`src/rtl/dino_motion_ctrl.sv`:
```
`default_nettype none
// ============================================================================
// Module      : dino_motion_ctrl
// Description : Tick-based jump/duck physics for the dino sprite foot row.
// Revision    : 1.0 - initial release
// ============================================================================
module dino_motion_ctrl #(
    parameter int TICK_CYCLES = 1000000,
    parameter int GROUND      = 298,
    parameter int JUMP_V0     = 12,
    parameter int GRAVITY     = 1,
    parameter int FAST_G      = 3
) (
    input  logic       clk,
    input  logic       rst,
    input  logic       jump,
    input  logic       duck,
    input  logic [1:0] game_state,
    output logic [9:0] pos,
    output logic       dino_behavior,
    output logic       airborne
);

    localparam int CNT_W = (TICK_CYCLES > 1) ? $clog2(TICK_CYCLES) : 1;

    localparam logic [CNT_W-1:0]   c_tick_last = CNT_W'(TICK_CYCLES - 1);
    localparam logic [1:0]         c_gs_init   = 2'd0;
    localparam logic [1:0]         c_gs_start  = 2'd1;
    localparam logic [1:0]         c_gs_end    = 2'd2;
    localparam logic [1:0]         c_gs_reset  = 2'd3;
    localparam logic [9:0]         c_ground    = 10'(GROUND);
    localparam logic signed [10:0] c_ground_s  = 11'(GROUND);
    localparam logic [9:0]         c_jump_top  = 10'(GROUND - JUMP_V0);
    localparam logic signed [7:0]  c_v0        = 8'(JUMP_V0);
    localparam logic signed [7:0]  c_grav      = 8'(GRAVITY);
    localparam logic signed [7:0]  c_fast_g    = 8'(FAST_G);

    typedef enum logic [1:0] {
        ST_RUN  = 2'd0,
        ST_DUCK = 2'd1,
        ST_AIR  = 2'd2
    } state_t;

    state_t             r_state;
    state_t             w_state_nxt;
    logic [CNT_W-1:0]   r_tick_cnt;
    logic               w_tick;
    logic               r_pend;
    logic               w_pend_nxt;
    logic               w_jump_req;
    logic signed [7:0]  r_vel;
    logic signed [7:0]  w_vel_nxt;
    logic [9:0]         w_pos_nxt;
    logic               w_behav_nxt;
    logic               w_air_nxt;
    logic signed [10:0] w_fall;

    assign w_tick     = (r_tick_cnt == c_tick_last);
    // A pulse arriving on the tick cycle itself is honoured on that tick.
    assign w_jump_req = r_pend | jump;
    assign w_fall     = $signed({1'b0, pos}) - $signed({{3{r_vel[7]}}, r_vel});

    always_ff @(posedge clk) begin
        if (rst || w_tick) begin
            r_tick_cnt <= '0;
        end else begin
            r_tick_cnt <= r_tick_cnt + 1'b1;
        end
    end

    always_comb begin
        w_state_nxt = r_state;
        w_pos_nxt   = pos;
        w_vel_nxt   = r_vel;
        w_pend_nxt  = w_tick ? 1'b0 : w_jump_req;
        w_behav_nxt = dino_behavior;
        w_air_nxt   = airborne;

        case (game_state)
            c_gs_reset: begin
                w_state_nxt = ST_RUN;
                w_pos_nxt   = c_ground;
                w_vel_nxt   = '0;
                w_pend_nxt  = 1'b0;
            end
            c_gs_end: begin
                // frozen; only the pending flag keeps tracking pulses and ticks
            end
            c_gs_init: begin
                if (w_tick) begin
                    w_state_nxt = ST_RUN;
                    w_pos_nxt   = c_ground;
                    w_vel_nxt   = '0;
                end
            end
            c_gs_start: begin
                if (w_tick) begin
                    case (r_state)
                        ST_AIR: begin
                            if (w_fall >= c_ground_s) begin
                                w_pos_nxt   = c_ground;
                                w_vel_nxt   = '0;
                                w_state_nxt = duck ? ST_DUCK : ST_RUN;
                            end else begin
                                w_pos_nxt = (w_fall < 0) ? 10'd0 : w_fall[9:0];
                                w_vel_nxt = r_vel - (duck ? c_fast_g : c_grav);
                            end
                        end
                        default: begin
                            if (w_jump_req) begin
                                w_state_nxt = ST_AIR;
                                w_vel_nxt   = c_v0 - c_grav;
                                w_pos_nxt   = c_jump_top;
                            end else if (duck) begin
                                w_state_nxt = ST_DUCK;
                            end else begin
                                w_state_nxt = ST_RUN;
                            end
                        end
                    endcase
                end
            end
            default: begin
            end
        endcase

        if (game_state != c_gs_end) begin
            w_behav_nxt = (w_state_nxt != ST_DUCK);
            w_air_nxt   = (w_state_nxt == ST_AIR);
        end
    end

    always_ff @(posedge clk) begin
        if (rst) begin
            r_state       <= ST_RUN;
            pos           <= c_ground;
            r_vel         <= '0;
            r_pend        <= 1'b0;
            dino_behavior <= 1'b1;
            airborne      <= 1'b0;
        end else begin
            r_state       <= w_state_nxt;
            pos           <= w_pos_nxt;
            r_vel         <= w_vel_nxt;
            r_pend        <= w_pend_nxt;
            dino_behavior <= w_behav_nxt;
            airborne      <= w_air_nxt;
        end
    end

endmodule
`default_nettype wire

```
`config.mk`:
```
export PLATFORM = sky130hd
export DESIGN_NAME = dino_motion_ctrl
export DESIGN_NICKNAME = d
export VERILOG_FILES = /design/src/rtl/dino_motion_ctrl.sv
export SDC_FILE = /design/constraint.sdc
export NUM_CORES = 1
export LEC_CHECK = 0
export CAP_MARGIN = 20
export CORE_UTILIZATION = 59
export CTS_CLUSTER_DIAMETER = 150
export CTS_CLUSTER_SIZE = 30
export DETAILED_ROUTE_END_ITERATION = 6
export GPL_ROUTABILITY_DRIVEN = 0
export GPL_TIMING_DRIVEN = 0
export PLACE_DENSITY = 0.84
export SETUP_SLACK_MARGIN = 0.15
export SYNTH_ARGS = -nofsm -noshare
export SYNTH_HDL_FRONTEND = slang
export SYNTH_SLANG_ARGS = --single-unit
```
`constraint.sdc`:
```
create_clock -name clk -period 3.1 [get_ports clk]
set_input_delay 0.31 -clock clk [delete_from_list [all_inputs] [get_ports clk]]
set_output_delay 0.31 -clock clk [all_outputs]
set_load 0.1 [all_outputs]
```
Word level (Yosys, flattened, before mapping). Cells that the tools add are included. Widths: inputs -> output; s select.

Bitwise logic cells: 1. Shift operators: 0. $lt $le $gt $ge: 2. Multipliers: 0. Div/mod/pow operators: 0. Add/sub/neg operators: 3. Equality and inequality tests: 10. Reduce and logical (&&, ||, !) cells: 5. Mux-type cells: 21.

Operators with widths (number): $mux 10 (6); $mux 8 (5); $pmux 10 s3 (1); $pmux 8 s3 (1); $add 20x1->20 const B (1); $eq 20x20->1 const B (1); $mux 2 (6); $ge 11x10->1 const B (1); $lt 11x1->1 const B (1); $sub 11x8->11 (1); $sub 8x3->8 (1); $eq 2x2->1 const B (3); $ne 2x2->1 const B (3); $pmux 2 s3 (1); $reduce_and 4->1 (1); $ne 3x3->1 const B (1); $reduce_bool 3->1 (1); $reduce_or 3->1 (1); $eq 2x1->1 const B (1); $logic_not 2->1 (1); $ne 2x1->1 const B (1); $logic_or 1x1->1 (1); $mux 1 (1); $or 1x1->1 (1).

ROM bits: 0. Bits in registers: 43. Memories: 0. Word-level logic and storage cells: 49. Output and inout port bits: 12. Latch bits: 0. RAM bits: 0.

Longest topological paths before layout. Gate-level depths: netlist of run 1.

Depth after elaboration: 7. Mapped depth: 13. Depth with buffers taken out: 12.

Worst setup path before layout of run 1. Ideal clock, no wire load.

Path kind: register to register. Start: register pos[0]. End: register dino_behavior. Data arrival time: 3.123 ns. Setup time: 0.131 ns. Cell stages (with the launch flop): 13. Required time: 2.969 ns. Slack: -0.153 ns. Clock period less this slack: 3.253 ns. Path through: dfxtp_1 -> inv_1 -> ha_1 -> inv_1 -> fa_1 -> a21o_1 -> a221oi_2 -> a221o_1 -> nor2_2 -> nand2_1 -> a32o_2 -> a31oi_2 -> a31oi_1.

Word-level cells in the longest chain between the ends: 7.

RTL lines: start: declaration (line 19) `output logic [9:0] pos,`; start signal: assignment (line 136) `pos <= c_ground;`; start signal: assignment (line 143) `pos <= w_pos_nxt;`; $sub 11x8->11 (line 61) `assign w_fall = $signed({1'b0, pos}) - $signed({{3{r_vel[7]}}, r_vel});`; $ge 11x10->1 (line 100) `if (w_fall >= c_ground_s) begin`; $mux 2 (line 100); $mux 2 (line 98) `case (r_state)`; $mux 2 (line 97) `if (w_tick) begin`; $pmux 2 s3 (line 79) `case (game_state)`; $ne 2x1->1 (line 128) `w_behav_nxt = (w_state_nxt != ST_DUCK);`; end signal: assignment (line 146) `dino_behavior <= w_behav_nxt;`; end: declaration (line 20) `output logic dino_behavior,`.

No other way between the ends. A chain may end at the register's enable or synchronous reset.

Final worst setup path of run 1.
Start: register pos[0]. End: register airborne.

Word-level cells in the longest chain between the ends: 7.

RTL lines: $sub 11x8->11 (line 61); $ge 11x10->1 (line 100); $mux 2 (line 100); $mux 2 (line 98); $mux 2 (line 97); $pmux 2 s3 (line 79); $eq 2x2->1 (line 129) `w_air_nxt = (w_state_nxt == ST_AIR);`; end signal: assignment (line 147) `airborne <= w_air_nxt;`; end: declaration (line 21) `output logic airborne`.

No other way between the ends.

==> impl_metrics.tcl, run 1 <==
set metrics [dict create \
    cts.clk_slew.worst_paths_ns 0.09 \
    pre_cts_ws_ns -0.0958 \
    period_share_pct 91.1 \
    start_kind "register" \
    overflow 0 \
    path_class "register to register" \
    ff2ff_setup_slack_ns 0.28 \
    vias_per_cell 5.91 \
    dr.pass1.iters 4 \
    worst_pin_slew_ns 0.979 \
    yosysWarningCount 0 \
    async_reset_ff_share_pct 0 \
    placementRows 24 \
    drtIter0Drc 201 \
    final_util_pct 72.2 \
    endpoint_kind "register" \
    netlist_area_um2 2720 \
    min_from "pos[4]" \
    cts_sinks 43 \
    r2r-end "airborne" \
    synth-edff-count 0 \
    p_per_area_nw_per_um2 392 \
    numCtsBuffers 5 \
    drc 0 \
    synth-seq-cells 43 \
    holdWs_ns 0.467 \
    start_util_pct 62.0 \
    synth_top_area_share_pct 31.7 \
    fmax_mhz 354 \
    die_x_um 69.9 \
    hold-path-endpoint "pos[4]" \
    grt_pass1_wl_um 10700 \
    clock_latency_ns 0.30 \
    fillerInstances 347 \
    finalHoldViolCount 0 \
    slew_violations 0 \
    antenna_left 0 \
    p_leak_nw 1.17 \
    ys_seq_area_share_pct 31.7 \
    grt_max_degree 15 \
    syn_area_per_cell_um2 8.26 \
    grt_pass1_vias 2361 \
    vias 2425 \
    synthTopCellsByCount "dfxtp_1, nand2_1, nor2_1" \
    syn_nets 354 \
    io_buffer_count 16 \
    drive_gt1_share_pct 15.6 \
    finalWorstSetupSlack_ns 0.277 \
    required_ns 3.32 \
    hold_path.class "register to register" \
    final.setup_skew_ns 0.00942 \
    die_area_um2 4880 \
    finalWirelength_um 6440 \
    htreeDepth 2 \
    io-pin-count 18 \
    yosysMostFrequentCell "dfxtp_1" \
    syn_inst 329 \
    cap_violations 0 \
    die_height_um 69.9 \
    critPathArrivalTime_ns 3.04 \
    grt_usage_pct 27.3 \
    placedCellCount 397 \
    crit_path_max_fanout 4 \
    final_cells 410 \
    setup-violations-final 0 \
    ys_types 61 \
    rsz0062_at_grt "false" \
    timing.slew.headroom_pct 34.5 \
    cts_tree "done" \
    min_path_cells 2 \
    r2r-start "pos[0]" \
    dp_hpwl_um 4550 \
    num_antenna_cells 0 \
    r2r_cells 13 \
    final_net_count 382 \
    synth.area.top_cells "dfxtp_1, ha_1, nand2_1" \
    antenna_found_initial 0 \
    clock-root-buffer "clkbuf_8" \
    core_area_um2 4380 \
    min_period_ns 2.82 \
    detail_route.wl_per_cell_um 15.7 \
    ir_drop_uv 300 \
    status "completed" \
    clock_path_buffers 2 \
    synth_top_area_cell "dfxtp_1" \
    synthFlopType "dfxtp_1" \
    area_delta_synth_final_pct 16.5 \
]
## cell type report
cell class / count / area, µm² / share of cell area, %
inverters: 19 / 71.3 / 2.25
clock inverters: 3 / 43.8 / 1.38
well taps: 52 / 65.1 / 2.06
flip-flops and latches: 43 / 880 / 27.8
repair buffers: 21 / 198 / 6.25
clock buffers: 5 / 68.8 / 2.17
plain buffers: 8 / 42.5 / 1.34
multi-input cells: 259 / 1800 / 56.8
## state kept, by name (all words and copies together), names as in the netlist
register and count:
airborne 1, r_state 2, pos 10, dino_behavior 1, r_pend 1, r_tick_cnt 20, r_vel 8
## per-layer routing
layer  up-vias  GRT usage [%]  wire length (µm)
met3        19           5.34               297
li1       1213              -                 -
met1      1132           34.3              2870
met2        61           45.0              3090
met4         0           12.9               176
met5         -              0                 0
## logic make-up after synthesis
logic type	synth area share, %
fa+ha+maj	9.30
simple gates	27.8
compound gates	18.5
buf+inv	4.10
xor+xnor	8.70
flops	31.7
## metrics by stage
stage	TNS, ns	power (mW)	instance area [µm²]
detailed placement	-0.234	0.767	2980
CTS	0	1.23	3130
floorplan	0	0.723	2750
global placement	-0.104	0.762	2980
global route	0	1.28	3170
finish	0	1.24	3170
## where the power goes
group	total [mW]	internal (mW)	switching [mW]	leakage [nW]
clock	0.443	0.240	0.203	0.0581
sequential	0.571	0.561	0.0105	0.351
combinational	0.225	0.0934	0.131	0.758
total	1.24	0.894	0.345	1.17
## worst max-delay path by stage
| stage | cells after the start | slack, ns | startpoint | end |
|---|---|---|---|---|
| after detailed placement | 11 | -0.1 | r_vel[0] | dino_behavior |
| after global routing | 13 | 0.15 | pos[0] | airborne |
| final | 13 | 0.28 | pos[0] | airborne |
| after floorplan | 12 | 0.17 | pos[0] | dino_behavior |
| after CTS | 12 | 0.15 | r_vel[0] | pos[6] |
| after global placement | 11 | -0.05 | r_vel[0] | dino_behavior |
## timing repair
action	in CTS	in global routing
resized for setup	2	10
hold buffers	0	0
pin swaps	2	3
setup endpoints to repair	16	21
buffers inserted	4	1
## worst max-delay path, stage by stage (launching register included)
cell      delay [ns]
dfxtp_4         0.35
inv_1           0.05
ha_1            0.16
inv_1           0.06
fa_2            0.35
a21o_1          0.22
a221oi_4        0.34
buf_4           0.18
xor2_2          0.15
o211ai_1        0.12
a21oi_2         0.21
buf_4           0.16
a31oi_2         0.12
o41ai_2         0.28
## layout by cell type, fill, tap and decap left out, types with 3 or more instances in the layout
| cell | n |
|---|---|
| xor2_1 | 14 |
| and3_1 | 5 |
| a21oi_1 | 12 |
| or3_1 | 4 |
| clkbuf_8 | 5 |
| nor2_1 | 38 |
| nand2b_1 | 9 |
| nor4bb_1 | 3 |
| dfxtp_2 | 12 |
| nand4_1 | 3 |
| nand2_1 | 40 |
| clkdlybuf4s50_1 | 16 |
| nor3_2 | 3 |
| xnor2_1 | 12 |
| a211oi_2 | 4 |
| ha_1 | 17 |
| nor3_1 | 7 |
| a31oi_1 | 5 |
| a21o_1 | 7 |
| inv_1 | 18 |
| o21ai_1 | 5 |
| dfxtp_1 | 30 |
| nand3_1 | 8 |
| o21ai_0 | 8 |
| o2111ai_1 | 3 |
| clkbuf_1 | 5 |
| buf_4 | 5 |
| o211ai_1 | 4 |
| and2_1 | 3 |
No activity file was read; power rests on OpenSTA's default activity.
==> run 2, diff against run 1 <==
Clock period 3.1 ns to 2.7 ns, I/O delays scaled along.
==> impl_metrics.tcl, run 2 (synthesized netlist as in run 1, its figures left out) <==
set metrics [dict create \
    status "finished, violations left" \
    violations "negative setup slack" \
    dr.pass1.iters 5 \
    largest_registers "r_tick_cnt x20, pos x10, r_vel x8" \
    clock_latency_ns 0.30 \
    finalWirelength_um 7690 \
    rsz0062_at_grt "true" \
    largest_reg_flops 20 \
    clock_path_buffers 2 \
    holdWs_ns 0.447 \
    overflow 0 \
    cts_tree "done" \
    grt_usage_pct 30.3 \
    startpoint "pos[0]" \
    setup_tns_ns -2.06 \
    area_delta_synth_final_pct 26.2 \
    numCtsBuffers 5 \
    endpoint_kind "register" \
    finalHoldViolCount 0 \
    ir_drop_uv 287 \
    start_kind "register" \
    die_height_um 69.9 \
    mostFrequentLayoutCells "nand2_1, nor2_1, dfxtp_1, inv_1, clkdlybuf4s50_1" \
    power_mw 1.45 \
    htreeDepth 2 \
    cap_violations 0 \
    detail_route.wl_per_cell_um 18.3 \
    clock-root-buffer "clkbuf_8" \
    r2r-start "pos[0]" \
    final.setup_skew_ns 0.00941 \
    io-pin-count 18 \
    timing.slew.headroom_pct 34.2 \
    final_util_pct 78.2 \
    die_area_um2 4880 \
    cts_sinks 43 \
    drive_gt1_share_pct 23.3 \
    vias 2663 \
    dp_hpwl_um 4720 \
    antenna_left 0 \
    grt_pass1_wl_um 11800 \
    p_per_area_nw_per_um2 423 \
    period_share_pct 107 \
    drtIter0Drc 422 \
    required_ns 2.90 \
    largest_register "r_tick_cnt" \
    placedCellCount 397 \
    final_cells 421 \
    critPathArrivalTime_ns 3.09 \
    slew_violations 0 \
    setup-violations-final 21 \
    num_antenna_cells 0 \
    hold_path.class "input pin to register" \
    grt_pass1_vias 2495 \
    path_class "register to register" \
    worst_pin_slew_ns 0.983 \
    placementRows 24 \
    finalWorstSetupSlack_ns -0.189 \
    grt_max_degree 14 \
    drc 0 \
    final_common_cell "nand2_1" \
    antenna_found_initial 0 \
    min_from "rst" \
    cts.clk_slew.worst_paths_ns 0.09 \
    vias_per_cell 6.33 \
    fmax_mhz 346 \
    start_util_pct 62.0 \
    die_x_um 69.9 \
    crit_path_max_fanout 8 \
    core_area_um2 4380 \
    final_net_count 393 \
    min_period_ns 2.89 \
    p_leak_nw 1.23 \
    io_buffer_count 16 \
]
run 2: worst max-delay path, stage by stage, from the launching register on:
cell and delay (ns):
dfxtp_4 0.36, inv_4 0.05, ha_4 0.12, inv_2 0.04
fa_2 0.35, a21o_1 0.24, a221oi_4 0.36, xor2_1 0.29
o211ai_1 0.20, a21oi_4 0.19, buf_12 0.16, buf_6 0.11
o2111ai_2 0.10, a21o_1 0.19
run 2: timing repair:
| action | 4_1_cts | 5_1_grt |
|---|---|---|
| gates resized for setup | 17 | 16 |
| pin swaps | 31 | 22 |
| setup endpoints to repair | 21 | 21 |
| setup buffers | 11 | 4 |
| gates cloned | 1 | 0 |
| hold buffers | 0 | 0 |
run 2: through the flow:
step                      cell area (µm²)  setup slack [ns]
after floorplan                      2810           -0.0263
after global routing                 3430            -0.316
final                                3430            -0.189
after CTS                            3310           -0.0161
after detailed placement             3040            -0.246
after global placement               3040            -0.224
run 2: worst paths after layout:
path | slack (ns) | cells after the start | endpoint
max | -0.19 | 13 | pos[3]
min reg2reg | 0.46 | 1 | r_tick_cnt[0]
max reg2reg | -0.19 | 13 | pos[3]
min | 0.45 | 2 | airborne
run 2: final cells by class:
type                    instances  area, µm²
clock buffers                   5       68.8
inverters                      19       73.8
clock inverters                 3       15.0
fillers                       291        956
well taps                      52       65.1
multi-input cells             259       1940
plain buffers                   8       50.0
flip-flops and latches         43        895
repair buffers                 32        320
run 2: report_power, final:
group | leakage, nW | total (mW) | switching, mW | internal (mW)
logic | 0.832 | 0.391 | 0.206 | 0.185
clock network | 0.0477 | 0.409 | 0.231 | 0.177
registers | 0.353 | 0.649 | 0.0110 | 0.638
run 2: metal layers:
metal  part of all wire (%)  global-route usage (%)
met5                      0                       0
met4                    4.2                    14.4
met3                    7.3                    6.78
met2                     46                    47.3
met1                     43                    39.6
